==> config.mk <==
export PLATFORM = sky130hd
export DESIGN_NAME = md5_batch_sequencer_flat
export DESIGN_NICKNAME = d
export VERILOG_FILES = /design/src/rtl/md5_batch_sequencer_if.sv /design/src/rtl/md5_batch_sequencer.sv /design/src/flat_wrapper.sv
export SDC_FILE = /design/constraint.sdc
export NUM_CORES = 1
export LEC_CHECK = 0
export ABC_AREA = 1
export CORE_AREA = 4 4 225 249
export DETAILED_ROUTE_END_ITERATION = 8
export DIE_AREA = 0 0 229 253
export SYNTH_ARGS = -nofsm -noshare
export SYNTH_HDL_FRONTEND = slang
export SYNTH_SLANG_ARGS = --single-unit
==> constraint.sdc <==
create_clock -name clk -period 3.8 [get_ports clk]
set_input_delay 0.76 -clock clk [delete_from_list [all_inputs] [get_ports clk]]
set_output_delay 0.76 -clock clk [all_outputs]
set_load 0.02 [all_outputs]
==> src/rtl/md5_batch_sequencer_if.sv <==
// Host-side channels of md5_batch_sequencer: batch command, batch byte stream,
// result record and matched-string stream. The sequencer uses the slave modport.
interface md5_batch_sequencer_if;
   logic         cmd_valid;
   logic         cmd_ready;
   logic [31:0]  cmd_num_bytes;
   logic [15:0]  cmd_str_len;
   logic [127:0] cmd_target_hash;

   logic [7:0]   in_data;
   logic         in_valid;
   logic         in_ready;

   logic         res_valid;
   logic         res_ready;
   logic         res_match;
   logic         res_error;
   logic [31:0]  res_byte_pos;

   logic [7:0]   str_data;
   logic         str_valid;
   logic         str_ready;
   logic         str_last;

   modport master (
      output cmd_valid, cmd_num_bytes, cmd_str_len, cmd_target_hash,
      output in_data, in_valid,
      output res_ready,
      output str_ready,
      input  cmd_ready, in_ready,
      input  res_valid, res_match, res_error, res_byte_pos,
      input  str_data, str_valid, str_last
   );

   modport slave (
      input  cmd_valid, cmd_num_bytes, cmd_str_len, cmd_target_hash,
      input  in_data, in_valid,
      input  res_ready,
      input  str_ready,
      output cmd_ready, in_ready,
      output res_valid, res_match, res_error, res_byte_pos,
      output str_data, str_valid, str_last
   );
endinterface

==> src/rtl/md5_batch_sequencer.sv <==
// Sequences one batch through a string_process_match/MD5 core: command latch,
// byte feed, completion/timeout wait, result record and matched-string unload.
module md5_batch_sequencer #(
   parameter int unsigned TIMEOUT_CYCLES = 1024
) (
   input  logic                 clk,
   input  logic                 reset_n,
   md5_batch_sequencer_if.slave host,
   output logic                 busy,
   output logic                 proc_start,
   output logic [31:0]          proc_num_bytes,
   output logic [15:0]          proc_str_len,
   output logic [127:0]         proc_target_hash,
   output logic [7:0]           proc_data,
   output logic                 proc_data_valid,
   output logic                 proc_match_char_next,
   input  logic                 proc_done,
   input  logic                 proc_match,
   input  logic [31:0]          proc_byte_pos,
   input  logic [7:0]           proc_match_char
);

   typedef enum logic [2:0] {
      IDLE,
      START,
      FEED,
      WAIT_DONE,
      REPORT,
      DRAIN
   } state_t;

   localparam logic [31:0] TIMEOUT_LAST = 32'(TIMEOUT_CYCLES - 1);

   state_t       state;
   state_t       next_state;

   logic         cmd_ready_q;
   logic [31:0]  bytes_left;
   logic [31:0]  timer;
   logic [5:0]   nchar;
   logic [5:0]   char_cnt;
   logic         res_match_q;
   logic         res_error_q;
   logic [31:0]  res_byte_pos_q;

   logic         cmd_fire;
   logic         len_legal;
   logic         in_fire;
   logic         res_fire;
   logic         str_fire;
   logic         timed_out;
   logic         last_char;

   assign cmd_fire  = (state == IDLE) && cmd_ready_q && host.cmd_valid;
   assign len_legal = (host.cmd_str_len != 16'd0) &&
                      (host.cmd_str_len <= 16'd440) &&
                      (host.cmd_str_len[2:0] == 3'b000);
   assign in_fire   = (state == FEED) && host.in_valid;
   assign res_fire  = (state == REPORT) && host.res_ready;
   assign str_fire  = (state == DRAIN) && host.str_ready;
   assign timed_out = (timer == TIMEOUT_LAST);
   assign last_char = (char_cnt == (nchar - 6'd1));

   // State register
   always_ff @(posedge clk or negedge reset_n) begin
      if (!reset_n) begin
         state <= IDLE;
      end else begin
         state <= next_state;
      end
   end

   // Next-state decode; proc_done beats the timeout when both land on one edge
   always_comb begin
      next_state = state;
      unique case (state)
         IDLE: begin
            if (cmd_fire) begin
               next_state = len_legal ? START : REPORT;
            end
         end
         START: begin
            next_state = (proc_num_bytes == 32'd0) ? WAIT_DONE : FEED;
         end
         FEED: begin
            if (in_fire && (bytes_left == 32'd1)) begin
               next_state = WAIT_DONE;
            end
         end
         WAIT_DONE: begin
            if (proc_done || timed_out) begin
               next_state = REPORT;
            end
         end
         REPORT: begin
            if (res_fire) begin
               next_state = res_match_q ? DRAIN : IDLE;
            end
         end
         DRAIN: begin
            if (str_fire && last_char) begin
               next_state = IDLE;
            end
         end
         default: begin
            next_state = IDLE;
         end
      endcase
   end

   // Command latch, byte feed, timeout counter and result capture.
   // cmd_ready is registered so it reads 0 while reset is held.
   always_ff @(posedge clk or negedge reset_n) begin
      if (!reset_n) begin
         cmd_ready_q      <= 1'b0;
         proc_num_bytes   <= 32'd0;
         proc_str_len     <= 16'd0;
         proc_target_hash <= 128'd0;
         proc_data        <= 8'd0;
         proc_data_valid  <= 1'b0;
         bytes_left       <= 32'd0;
         timer            <= 32'd0;
         nchar            <= 6'd0;
         char_cnt         <= 6'd0;
         res_match_q      <= 1'b0;
         res_error_q      <= 1'b0;
         res_byte_pos_q   <= 32'd0;
      end else begin
         cmd_ready_q     <= (next_state == IDLE);
         proc_data_valid <= in_fire;
         timer           <= (state == WAIT_DONE) ? (timer + 32'd1) : 32'd0;
         if (in_fire) begin
            proc_data <= host.in_data;
         end
         unique case (state)
            IDLE: begin
               if (cmd_fire) begin
                  proc_num_bytes   <= host.cmd_num_bytes;
                  proc_str_len     <= host.cmd_str_len;
                  proc_target_hash <= host.cmd_target_hash;
                  nchar            <= host.cmd_str_len[8:3];
                  char_cnt         <= 6'd0;
                  if (!len_legal) begin
                     res_error_q    <= 1'b1;
                     res_match_q    <= 1'b0;
                     res_byte_pos_q <= 32'd0;
                  end
               end
            end
            START: begin
               bytes_left <= proc_num_bytes;
            end
            FEED: begin
               if (in_fire) begin
                  bytes_left <= bytes_left - 32'd1;
               end
            end
            WAIT_DONE: begin
               if (proc_done) begin
                  res_match_q    <= proc_match;
                  res_byte_pos_q <= proc_byte_pos;
                  res_error_q    <= 1'b0;
               end else if (timed_out) begin
                  res_match_q    <= 1'b0;
                  res_byte_pos_q <= 32'd0;
                  res_error_q    <= 1'b1;
               end
            end
            DRAIN: begin
               if (str_fire) begin
                  char_cnt <= char_cnt + 6'd1;
               end
            end
            default: begin
            end
         endcase
      end
   end

   assign host.cmd_ready    = cmd_ready_q;
   assign host.in_ready     = (state == FEED);
   assign host.res_valid    = (state == REPORT);
   assign host.res_match    = res_match_q;
   assign host.res_error    = res_error_q;
   assign host.res_byte_pos = res_byte_pos_q;

   // The matched string is passed straight through from the matcher's shift register
   assign host.str_valid    = (state == DRAIN);
   assign host.str_data     = (state == DRAIN) ? proc_match_char : 8'd0;
   assign host.str_last     = (state == DRAIN) && last_char;

   assign busy                 = (state != IDLE);
   assign proc_start           = (state == START);
   assign proc_match_char_next = str_fire;

endmodule

==> src/flat_wrapper.sv <==
// flat-port wrapper written by rule: the top's interface ports become plain ports
module md5_batch_sequencer_flat 
#(
   parameter int unsigned TIMEOUT_CYCLES = 1024
)
  (clk, reset_n, busy, proc_start, proc_num_bytes, proc_str_len, proc_target_hash, proc_data, proc_data_valid, proc_match_char_next, proc_done, proc_match, proc_byte_pos, proc_match_char, host_cmd_valid, host_cmd_num_bytes, host_cmd_str_len, host_cmd_target_hash, host_in_data, host_in_valid, host_res_ready, host_str_ready, host_cmd_ready, host_in_ready, host_res_valid, host_res_match, host_res_error, host_res_byte_pos, host_str_data, host_str_valid, host_str_last);
  md5_batch_sequencer_if host_i ();
  input  logic clk;
  input  logic reset_n;
  output logic busy;
  output logic proc_start;
  output logic [31:0] proc_num_bytes;
  output logic [15:0] proc_str_len;
  output logic [127:0] proc_target_hash;
  output logic [7:0] proc_data;
  output logic proc_data_valid;
  output logic proc_match_char_next;
  input  logic proc_done;
  input  logic proc_match;
  input  logic [31:0] proc_byte_pos;
  input  logic [7:0] proc_match_char;
  input wire logic [$bits(host_i.cmd_valid)-1:0] host_cmd_valid;
  input wire logic [$bits(host_i.cmd_num_bytes)-1:0] host_cmd_num_bytes;
  input wire logic [$bits(host_i.cmd_str_len)-1:0] host_cmd_str_len;
  input wire logic [$bits(host_i.cmd_target_hash)-1:0] host_cmd_target_hash;
  input wire logic [$bits(host_i.in_data)-1:0] host_in_data;
  input wire logic [$bits(host_i.in_valid)-1:0] host_in_valid;
  input wire logic [$bits(host_i.res_ready)-1:0] host_res_ready;
  input wire logic [$bits(host_i.str_ready)-1:0] host_str_ready;
  output wire logic [$bits(host_i.cmd_ready)-1:0] host_cmd_ready;
  output wire logic [$bits(host_i.in_ready)-1:0] host_in_ready;
  output wire logic [$bits(host_i.res_valid)-1:0] host_res_valid;
  output wire logic [$bits(host_i.res_match)-1:0] host_res_match;
  output wire logic [$bits(host_i.res_error)-1:0] host_res_error;
  output wire logic [$bits(host_i.res_byte_pos)-1:0] host_res_byte_pos;
  output wire logic [$bits(host_i.str_data)-1:0] host_str_data;
  output wire logic [$bits(host_i.str_valid)-1:0] host_str_valid;
  output wire logic [$bits(host_i.str_last)-1:0] host_str_last;
  assign host_i.cmd_valid = host_cmd_valid;
  assign host_i.cmd_num_bytes = host_cmd_num_bytes;
  assign host_i.cmd_str_len = host_cmd_str_len;
  assign host_i.cmd_target_hash = host_cmd_target_hash;
  assign host_i.in_data = host_in_data;
  assign host_i.in_valid = host_in_valid;
  assign host_i.res_ready = host_res_ready;
  assign host_i.str_ready = host_str_ready;
  assign host_cmd_ready = host_i.cmd_ready;
  assign host_in_ready = host_i.in_ready;
  assign host_res_valid = host_i.res_valid;
  assign host_res_match = host_i.res_match;
  assign host_res_error = host_i.res_error;
  assign host_res_byte_pos = host_i.res_byte_pos;
  assign host_str_data = host_i.str_data;
  assign host_str_valid = host_i.str_valid;
  assign host_str_last = host_i.str_last;
  md5_batch_sequencer #(.TIMEOUT_CYCLES(TIMEOUT_CYCLES)) u_core (.clk(clk), .reset_n(reset_n), .host(host_i), .busy(busy), .proc_start(proc_start), .proc_num_bytes(proc_num_bytes), .proc_str_len(proc_str_len), .proc_target_hash(proc_target_hash), .proc_data(proc_data), .proc_data_valid(proc_data_valid), .proc_match_char_next(proc_match_char_next), .proc_done(proc_done), .proc_match(proc_match), .proc_byte_pos(proc_byte_pos), .proc_match_char(proc_match_char));
endmodule
; After elaboration in Yosys (flattened, before gate mapping)
; Cells that the tools add are included.
[op_classes]
n_addsub = 4
n_lt_le_gt_ge = 1
n_eq_ne = 13
muxes = 31
n_reduce_logical = 24
[ops]
columns = op, count
row1 = 32-bit two-way mux, 6
row2 = 32-bit one-hot mux with 2 select lines, 2
row3 = 32-bit by 1-bit adder with 32-bit output (second input constant), 1
row4 = 32-bit by 1-bit equality test with 1-bit output (second input constant), 1
row5 = 32-bit by 10-bit equality test with 1-bit output (second input constant), 1
row6 = 32-bit zero test, 1
row7 = 32-bit by 1-bit subtractor with 32-bit output (second input constant), 1
row8 = 3-bit two-way mux, 7
row9 = 3-bit one-hot mux with 6 select lines, 1
row10 = 16-bit by 9-bit <= comparator with 1-bit output (second input constant), 1
row11 = 16-bit nonzero test, 1
row12 = 6-bit two-way mux, 2
row13 = 6-bit one-hot mux with 2 select lines, 1
row14 = 1-bit logical AND, 10
row15 = 3-bit zero test, 3
row16 = 1-bit two-way mux, 9
row17 = 8-bit two-way mux, 1
row18 = 6-bit by 1-bit adder with 6-bit output (second input constant), 1
row19 = 3-bit by 2-bit equality test with 1-bit output (second input constant), 2
row20 = 3-bit equality test (second input constant), 2
row21 = 6-bit equality test, 1
row22 = 2-bit by 1-bit inequality test with 1-bit output (second input constant), 3
row23 = 2-bit nonzero test, 3
row24 = 6-bit by 1-bit subtractor with 6-bit output (second input constant), 1
row25 = other kinds (9), 11
[word_totals]
register_bits = 299
out_inout_bits = 235

; Depth between registers and ports, before layout
; Gate-level depths: netlist of run 1.
[logic_depth]
ltp_word = 7
mapped_depth = 13
mapped_depth_nobuf = 13

; Worst setup path after synthesis of run 1
; No wires, ideal clock.
[synth_timing]
kind = flip-flop to output port
from = register u_core.state[1]
to = output host_str_last
arrival_time_ns = 1.570
required_time_ns = 3.040
path_slack_ns = 1.470
stages_incl_launch_ff = 4
path_buffers = 0
path_cell_list = dfrtp_1 nor3_2 clkinv_1 nor2_1
[synth_via]
elab_chain_cells = 2
[synth_lines]
columns = item, line_no
row1 = start: declaration, md5_batch_sequencer.sv:34  ; state_t state;
row2 = start signal: assignment, md5_batch_sequencer.sv:69  ; state <= next_state;
row3 = 3-bit equality test, -
row4 = named net host_str_valid, flat_wrapper.sv:37  ; output wire logic [$bits(host_i.str_valid)-1:0] host_str_valid;
row5 = 1-bit logical AND, md5_batch_sequencer.sv:190  ; assign host.str_last = (state == DRAIN) && last_char;
row6 = end: declaration, flat_wrapper.sv:38  ; output wire logic [$bits(host_i.str_last)-1:0] host_str_last;
; The timed path passes the listed nets, and every way through them passes these cells.

; Final worst setup path of run 1
[layout_timing]
from = register u_core.state[0]
to = output host_str_data[4]
[layout_via]
elab_chain_cells = 2
[layout_lines]
columns = item, line_no
row1 = 3-bit equality test, md5_batch_sequencer.sv:189  ; assign host.str_data = (state == DRAIN) ? proc_match_char : 8'd0;
row2 = 8-bit two-way mux, md5_batch_sequencer.sv:189
row3 = end: declaration, flat_wrapper.sv:36  ; output wire logic [$bits(host_i.str_data)-1:0] host_str_data;
; No other way between the ends.

==> reports/results.tsv, run 1 <==
stage	metric	value	unit
die	Cell Rows	89	
logic_synthesis	net count after synthesis	1944	
logic_synthesis	Synth area leader	dfrtp_1	
worst_setup_path	CP arrival	2.71	ns
logic_synthesis	count of state elements after synthesis	293	
global_route	wire length of the first global-routing pass	70.0	mm
finish	layout cells sized above 1	3.98	%
logic_synthesis	synth top area cells	dfrtp_1 55%, nand2_1 22%, nor2_1 4.3%	
clocking	H-tree depth	2	
logic_synthesis	Synth cell types	35	
clocking	CTS root buf	clkbuf_16	
logic_synthesis	top post-synthesis cells by count	770 x nand2_1, 293 x dfrtp_1, 153 x nor2_1	
finish	Cell Count, Final, Fillers Out	2868	
power_and_ir_drop	pwr/cell area	755	nW/µm²
worst_setup_path	Crit. Startpoint	u_core.state[0]	
logic_synthesis	Seq/Total Area, Yosys	55.1	%
logic_synthesis	Post-synth EDFFs	0	
die	I/O pins	467	
clocking	Sink Count	293	
die	Horiz. Die Dim	229	µm
power_and_ir_drop	Leak	9.24	nW
power_and_ir_drop	Switching Share	40.4	%
power_and_ir_drop	Switching Power	6.04	mW
logic_synthesis	count leader, synth	nand2_1	
die	floorplan core area	53500	µm²
finish	post-route core utilization	37.1	%
die	die area	57900	µm²
timing	skew final	0.0124	ns
routing	initial drt markers	827	
routing	drc violations	0	
place	post-DP HPWL	33.4	mm
worst_setup_path	Startpoint Class	register	
worst_setup_path	reg2reg path depth	8	
timing	final setup fails	0	
timing	RSZ-0062 raised after global routing	no	
routing	Vias	12500	
timing	Hold Vio Cnt, Final	0	
clocking	TritonCTS buffer count	36	
logic_synthesis	Top FF cell, synth	dfrtp_1	
logic_synthesis	synthesized area	13300	µm²
power_and_ir_drop	internal power	8.91	mW
worst_hold_path	Hold Crit Class	in -> async	
timing	FMAX	0.288	GHz
power_and_ir_drop	sequential share of power	33.9	%
worst_setup_path	Crit Reg-Reg Endpoint	u_core.bytes_left[14]	
finish	Post-layout nets	2403	
worst_setup_path	critical path class	reg -> out	
timing	Fin Setup TNS	0	ns
routing	Total Wirelength	45.0	mm
clocking	CTS tree	done	
clocking	clock latency on the worst-skew pair	0.53	ns
timing	Slew Limit Fails	0	
global_route	vias in the first global route	12700	
timing	final period utilization	91.4	%
worst_setup_path	peak fanout along the critical path	9	
global_route	Tot GR Track Use	14.9	%
routing	DRT Pass-1 Iters	5	
outcome	status	complete, no violations	
power_and_ir_drop	proportion of power drawn by the clock network	21.8	%
power_and_ir_drop	combinational share of power	44.4	%
logic_synthesis	Synthesis Warnings	0	
worst_setup_path	Data required, critical path	3.04	ns
routing	vias per inst	4.37	
die	Die H	253	µm
die	starting density of the core	24.9	%
logic_synthesis	ys async rst share	100	%
clocking	clk buf depth	3	
timing	slew margin rel.	41.4	%
job	max-cap viol count	0	
global_route	GRT overflow	0	
logic_synthesis	cell count after synthesis	1707	
worst_setup_path	crit path to	host_str_data[4]	
worst_setup_path	crit end category	output pin	
timing	Worst-Margin Slew	0.879	ns
worst_setup_path	Register-to-Register Setup Slack	1.23	ns
global_route	initial antenna violation count	1	
global_route	largest net degree at the start of global routing	108	
place	cell count after placement	2810	
logic_synthesis	syn avg cell area	7.79	µm²
routing	Wirelength per Cell	15.7	µm
clocking	hold-fix buffers at CTS	0	
finish	synthesis-to-layout area growth	48.9	%
power_and_ir_drop	Worst IR Drop VDD	430	µV
routing	antenna viol nets, final	0	
clocking	post_cts resized	0	
clocking	Clock Pin Slew Worst Setup and Hold Paths	0.06	ns
clocking	post-CTS setup repair buffer count	0	
logic_synthesis	share of the synthesized area in the top cell type	55.1	%
place	RD Place Congestion	0.834	
place	IO Port Bufs	466	
timing	Final min period	3.47	ns
worst_setup_path	FF-to-FF Start	u_core.state[1]	
finish	# diodes	0	
## placed cells by master (no fill, tap or decap), types with 21 or more instances in the layout
cell type | synthesis | final
nand3_1 | 59 | 59
nor2_1 | 153 | 153
o21ai_0 | 84 | 84
a21oi_1 | 21 | 21
dfrtp_1 | 293 | 293
inv_1 | 139 | 139
clkbuf_16 | 0 | 37
nor3_1 | 27 | 27
nand2_1 | 770 | 770
clkdlybuf4s50_1 | 0 | 465
## sequential cells by signal (all words and copies together) (netlist names), 3 cells and up
signal / cells
u_core.nchar: 5
u_core.char_cnt: 6
u_core.proc_num_bytes: 32
u_core.timer: 32
u_core.proc_data: 8
u_core.proc_target_hash: 128
u_core.proc_str_len: 11
u_core.host.res_byte_pos: 32
u_core.state: 3
u_core.bytes_left: 32
## worst max-delay path, cell delays in order (launching register included)
cell             delay [ns]
dfrtp_1                0.37
inv_2                  0.08
nor3_2                 0.49
clkinv_1               0.43
nor2_1                 0.19
clkdlybuf4s50_1        0.62
## per-layer routing
layer	track usage, %	vias to the layer above	part of all wire, %
li1	-	6186	-
met1	18.1	5858	41
met2	25.6	412	49
met3	4.38	76	6.9
met4	4.59	2	2.8
met5	0	-	0.018
## power groups by stage
stage	sequential (mW)	combinational, mW	clock [mW]
2_1_floorplan	6.11	2.40	0
3_3_place_gp	5.06	6.65	0
3_5_place_dp	5.10	6.71	0
4_1_cts	5.08	6.74	3.37
5_1_grt	5.22	7.27	3.50
6_report	5.06	6.63	3.25
## through the flow
step	setup slack [ns]	instance area (µm²)	hold slack (ns)	total power, mW
after floorplan	1.47	13300	0.455	8.51
after global placement	0.828	18700	0.452	11.7
after detailed placement	0.796	18700	0.458	11.8
after CTS	0.197	19800	0.316	15.2
after global routing	0.0440	19800	0.354	16.0
final	0.328	19800	0.284	14.9
## logic make-up after synthesis
family	count (synthesis)	share of synthesized area, %
simple gates	1049	31.3
flops	293	55.1
buf+inv	206	6.38
compound gates	131	5.25
xor+xnor	23	1.51
fa+ha+maj	5	0.470
## area by class of cell
class | count | area [µm²]
clock inverter | 11 | 90.1
timing repair buffer | 483 | 4860
clock buffer | 47 | 1000
tap | 682 | 853
fill | 5480 | 33600
sequential | 293 | 7330
inverter | 144 | 543
multi-input combinational | 1208 | 5130
## how the worst min path moves through the flow
stage / start / end / slack, ns
after floorplan: u_core.timer[0] / u_core.timer[0] / 0.45
after global placement: u_core.proc_target_hash[63] / u_core.proc_target_hash[63] / 0.45
after detailed placement: u_core.proc_target_hash[86] / u_core.proc_target_hash[86] / 0.46
after CTS: reset_n / u_core.proc_data[0] / 0.32
after global routing: reset_n / u_core.proc_data[0] / 0.35
final: reset_n / u_core.proc_data[0] / 0.28
Note: power is estimated with default switching activity, not from simulation.
==> run 2: changes to the inputs <==
Settings changed: GPL_TIMING_DRIVEN set to 0.
==> run 2 against run 1 <==
Compared with the run above:
- via count rose by 3.4%
- global-route usage rose by 1.5 points
- clock power rose by 4%
- largest cell class unchanged
- clock skew rose by 0.0082 ns
- worst hold slack got worse by 0.038 ns
==> reports/results.tsv, run 2 (synthesized netlist as in run 1, its figures left out) <==
stage	metric	value	unit	change
finish	most common cell after layout, fill and taps aside	nand2_1		
routing	drc violations	0		unchanged
global_route	initial antenna violation count	2		+1
worst_setup_path	critical path class	reg -> out		
finish	post-route core utilization	37.5	%	+0.45 points
worst_setup_path	crit end category	output pin		
timing	Slew Limit Fails	0		unchanged
worst_setup_path	CP arrival	2.74	ns	+0.03 ns
clocking	CTS root buf	clkbuf_16		
timing	slew margin rel.	43.6	%	+2.2 points
worst_setup_path	Data required, critical path	3.04	ns	about the same
finish	layout cells sized above 1	5.09	%	+1.1 points
global_route	GRT busiest layer	met2		
routing	Vias	13000		+3.4%
clocking	CTS tree	done		
timing	Hold Vio Cnt, Final	0		unchanged
finish	synthesis-to-layout area growth	50.7	%	
place	IO Port Bufs	466		unchanged
die	Cell Rows	89		unchanged
clocking	Sink Count	293		unchanged
die	I/O pins	467		unchanged
timing	final worst slack	0.299	ns	-0.0296 ns
power_and_ir_drop	Leak	9.41	nW	+1.8%
outcome	status	complete, no violations		
worst_setup_path	Startpoint Class	register		
die	floorplan core area	53500	µm²	unchanged
routing	Total Wirelength	49.3	mm	+9.4%
job	max-cap viol count	0		unchanged
global_route	GRT overflow	0		unchanged
global_route	largest net degree at the start of global routing	115		+6.5%
place	post-DP HPWL	37.7	mm	+13%
global_route	met3 Resource Use GR	4.70	%	+0.33 points
finish	Post-layout nets	2451		+2.0%
routing	antenna viol nets, final	0		unchanged
routing	initial drt markers	710		-14%
timing	skew final	0.0206	ns	+0.00817 ns
worst_hold_path	Hold Crit Class	in -> async		
timing	final period utilization	92.1	%	+0.78 points
place	Setup Slack @ Placement	0.582	ns	-0.214 ns
clocking	clock latency on the worst-skew pair	0.53	ns	about the same
power_and_ir_drop	Design Power	15.4	mW	+2.8%
finish	commonest non-fill, non-tap cells in the layout	770 x nand2_1, 465 x clkdlybuf4s50_1, 293 x dfrtp_1, 153 x nor2_1, 139 x inv_1		
routing	DRT Pass-1 Iters	5		unchanged
power_and_ir_drop	Worst IR Drop VDD	488	µV	+14%
finish	Cell Count, Final, Fillers Out	2921		+1.8%
clocking	Clock Pin Slew Worst Setup and Hold Paths	0.06	ns	about the same
power_and_ir_drop	pwr/cell area	766	nW/µm²	+1.6%
timing	final setup fails	0		unchanged
routing	Wirelength per Cell	16.9	µm	+7.4%
die	die area	57900	µm²	unchanged
global_route	wire length of the first global-routing pass	75.6	mm	+7.9%
clocking	H-tree depth	2		unchanged
timing	Worst-Margin Slew	0.846	ns	-0.0333 ns
worst_setup_path	peak fanout along the critical path	9		unchanged
global_route	met1 usage	20.0	%	+1.9 points
die	starting density of the core	24.9	%	unchanged
place	RD Place Congestion	0.866		+3.9%
global_route	Tot GR Track Use	16.4	%	+1.5 points
clocking	clk buf depth	3		unchanged
global_route	met2 usage	28.5	%	+2.9 points
place	cell count after placement	2857		+1.7%
finish	largest reg by FF count	u_core.proc_target_hash		
clocking	TritonCTS buffer count	37		+2.8%
timing	FMAX	0.286	GHz	-0.84%
timing	Final min period	3.50	ns	+0.0296 ns
die	Horiz. Die Dim	229	µm	unchanged
finish	Largest register FFs	128		unchanged
routing	vias per inst	4.44		+1.5%
timing	Fin Setup TNS	0	ns	unchanged
timing	RSZ-0062 raised after global routing	no		
global_route	vias in the first global route	13200		+4.0%
die	Die H	253	µm	unchanged
## run 2: path summary, 6_finish.rpt
| path | start | end | slack, ns | depth (start not counted) |
|---|---|---|---|---|
| setup reg to reg | u_core.state[2] | u_core.proc_target_hash[66] | 1.51 | 7 |
| max in group asynchronous | reset_n | u_core.char_cnt[4] | 2.36 | 2 |
| hold / removal | reset_n | u_core.proc_data[3] | 0.25 | 1 |
| min in group clk | u_core.proc_target_hash[57] | u_core.proc_target_hash[57] | 0.47 | 2 |
| hold reg to reg | u_core.proc_target_hash[57] | u_core.proc_target_hash[57] | 0.47 | 2 |
| setup / recovery | u_core.state[1] | host_str_data[7] | 0.30 | 4 |
## run 2: layout make-up
type | count | area [µm²]
antenna | 1 | 2.50
buffer | 62 | 308
clock buffer | 51 | 1070
clock inverter | 12 | 93.8
fill | 5466 | 33400
inverter | 144 | 541
multi-input combinational | 1208 | 5130
sequential | 293 | 7330
tap | 682 | 853
timing repair buffer | 468 | 4720
## run 2: worst max-delay path, stage by stage (launching register included)
cell and delay [ns]:
dfrtp_1 0.42, nor3_4 0.51, clkinv_1 0.43, nor2_1 0.20
clkdlybuf4s50_1 0.64
## run 2: stage by stage
step	cell area, µm²	hold WS (ns)
floorplan	13300	0.455
global placement	18800	0.454
detailed placement	18900	0.457
CTS	20100	0.305
global route	20100	0.317
finish	20100	0.246
## run 2: layer usage
layer | share of wire (%) | vias to the layer above | routed length (µm)
li1 | - | 6295 | -
met1 | 40 | 6147 | 19900
met2 | 50 | 448 | 24400
met3 | 7.5 | 69 | 3680
met4 | 2.5 | 0 | 1210
met5 | 0 | - | 0
## run 2: what timing repair did
item	CTS	global route
setup buffers	0	0
setup endpoints to repair	2	0
hold buffers	0	0
gates resized for setup	1	0
## run 2: power by group
group / total (mW) / internal [mW] / switching, mW
Combinational: 6.89 / 2.80 / 4.09
Sequential: 5.10 / 4.27 / 0.828
Clock: 3.38 / 2.02 / 1.36
Total: 15.4 / 9.09 / 6.28
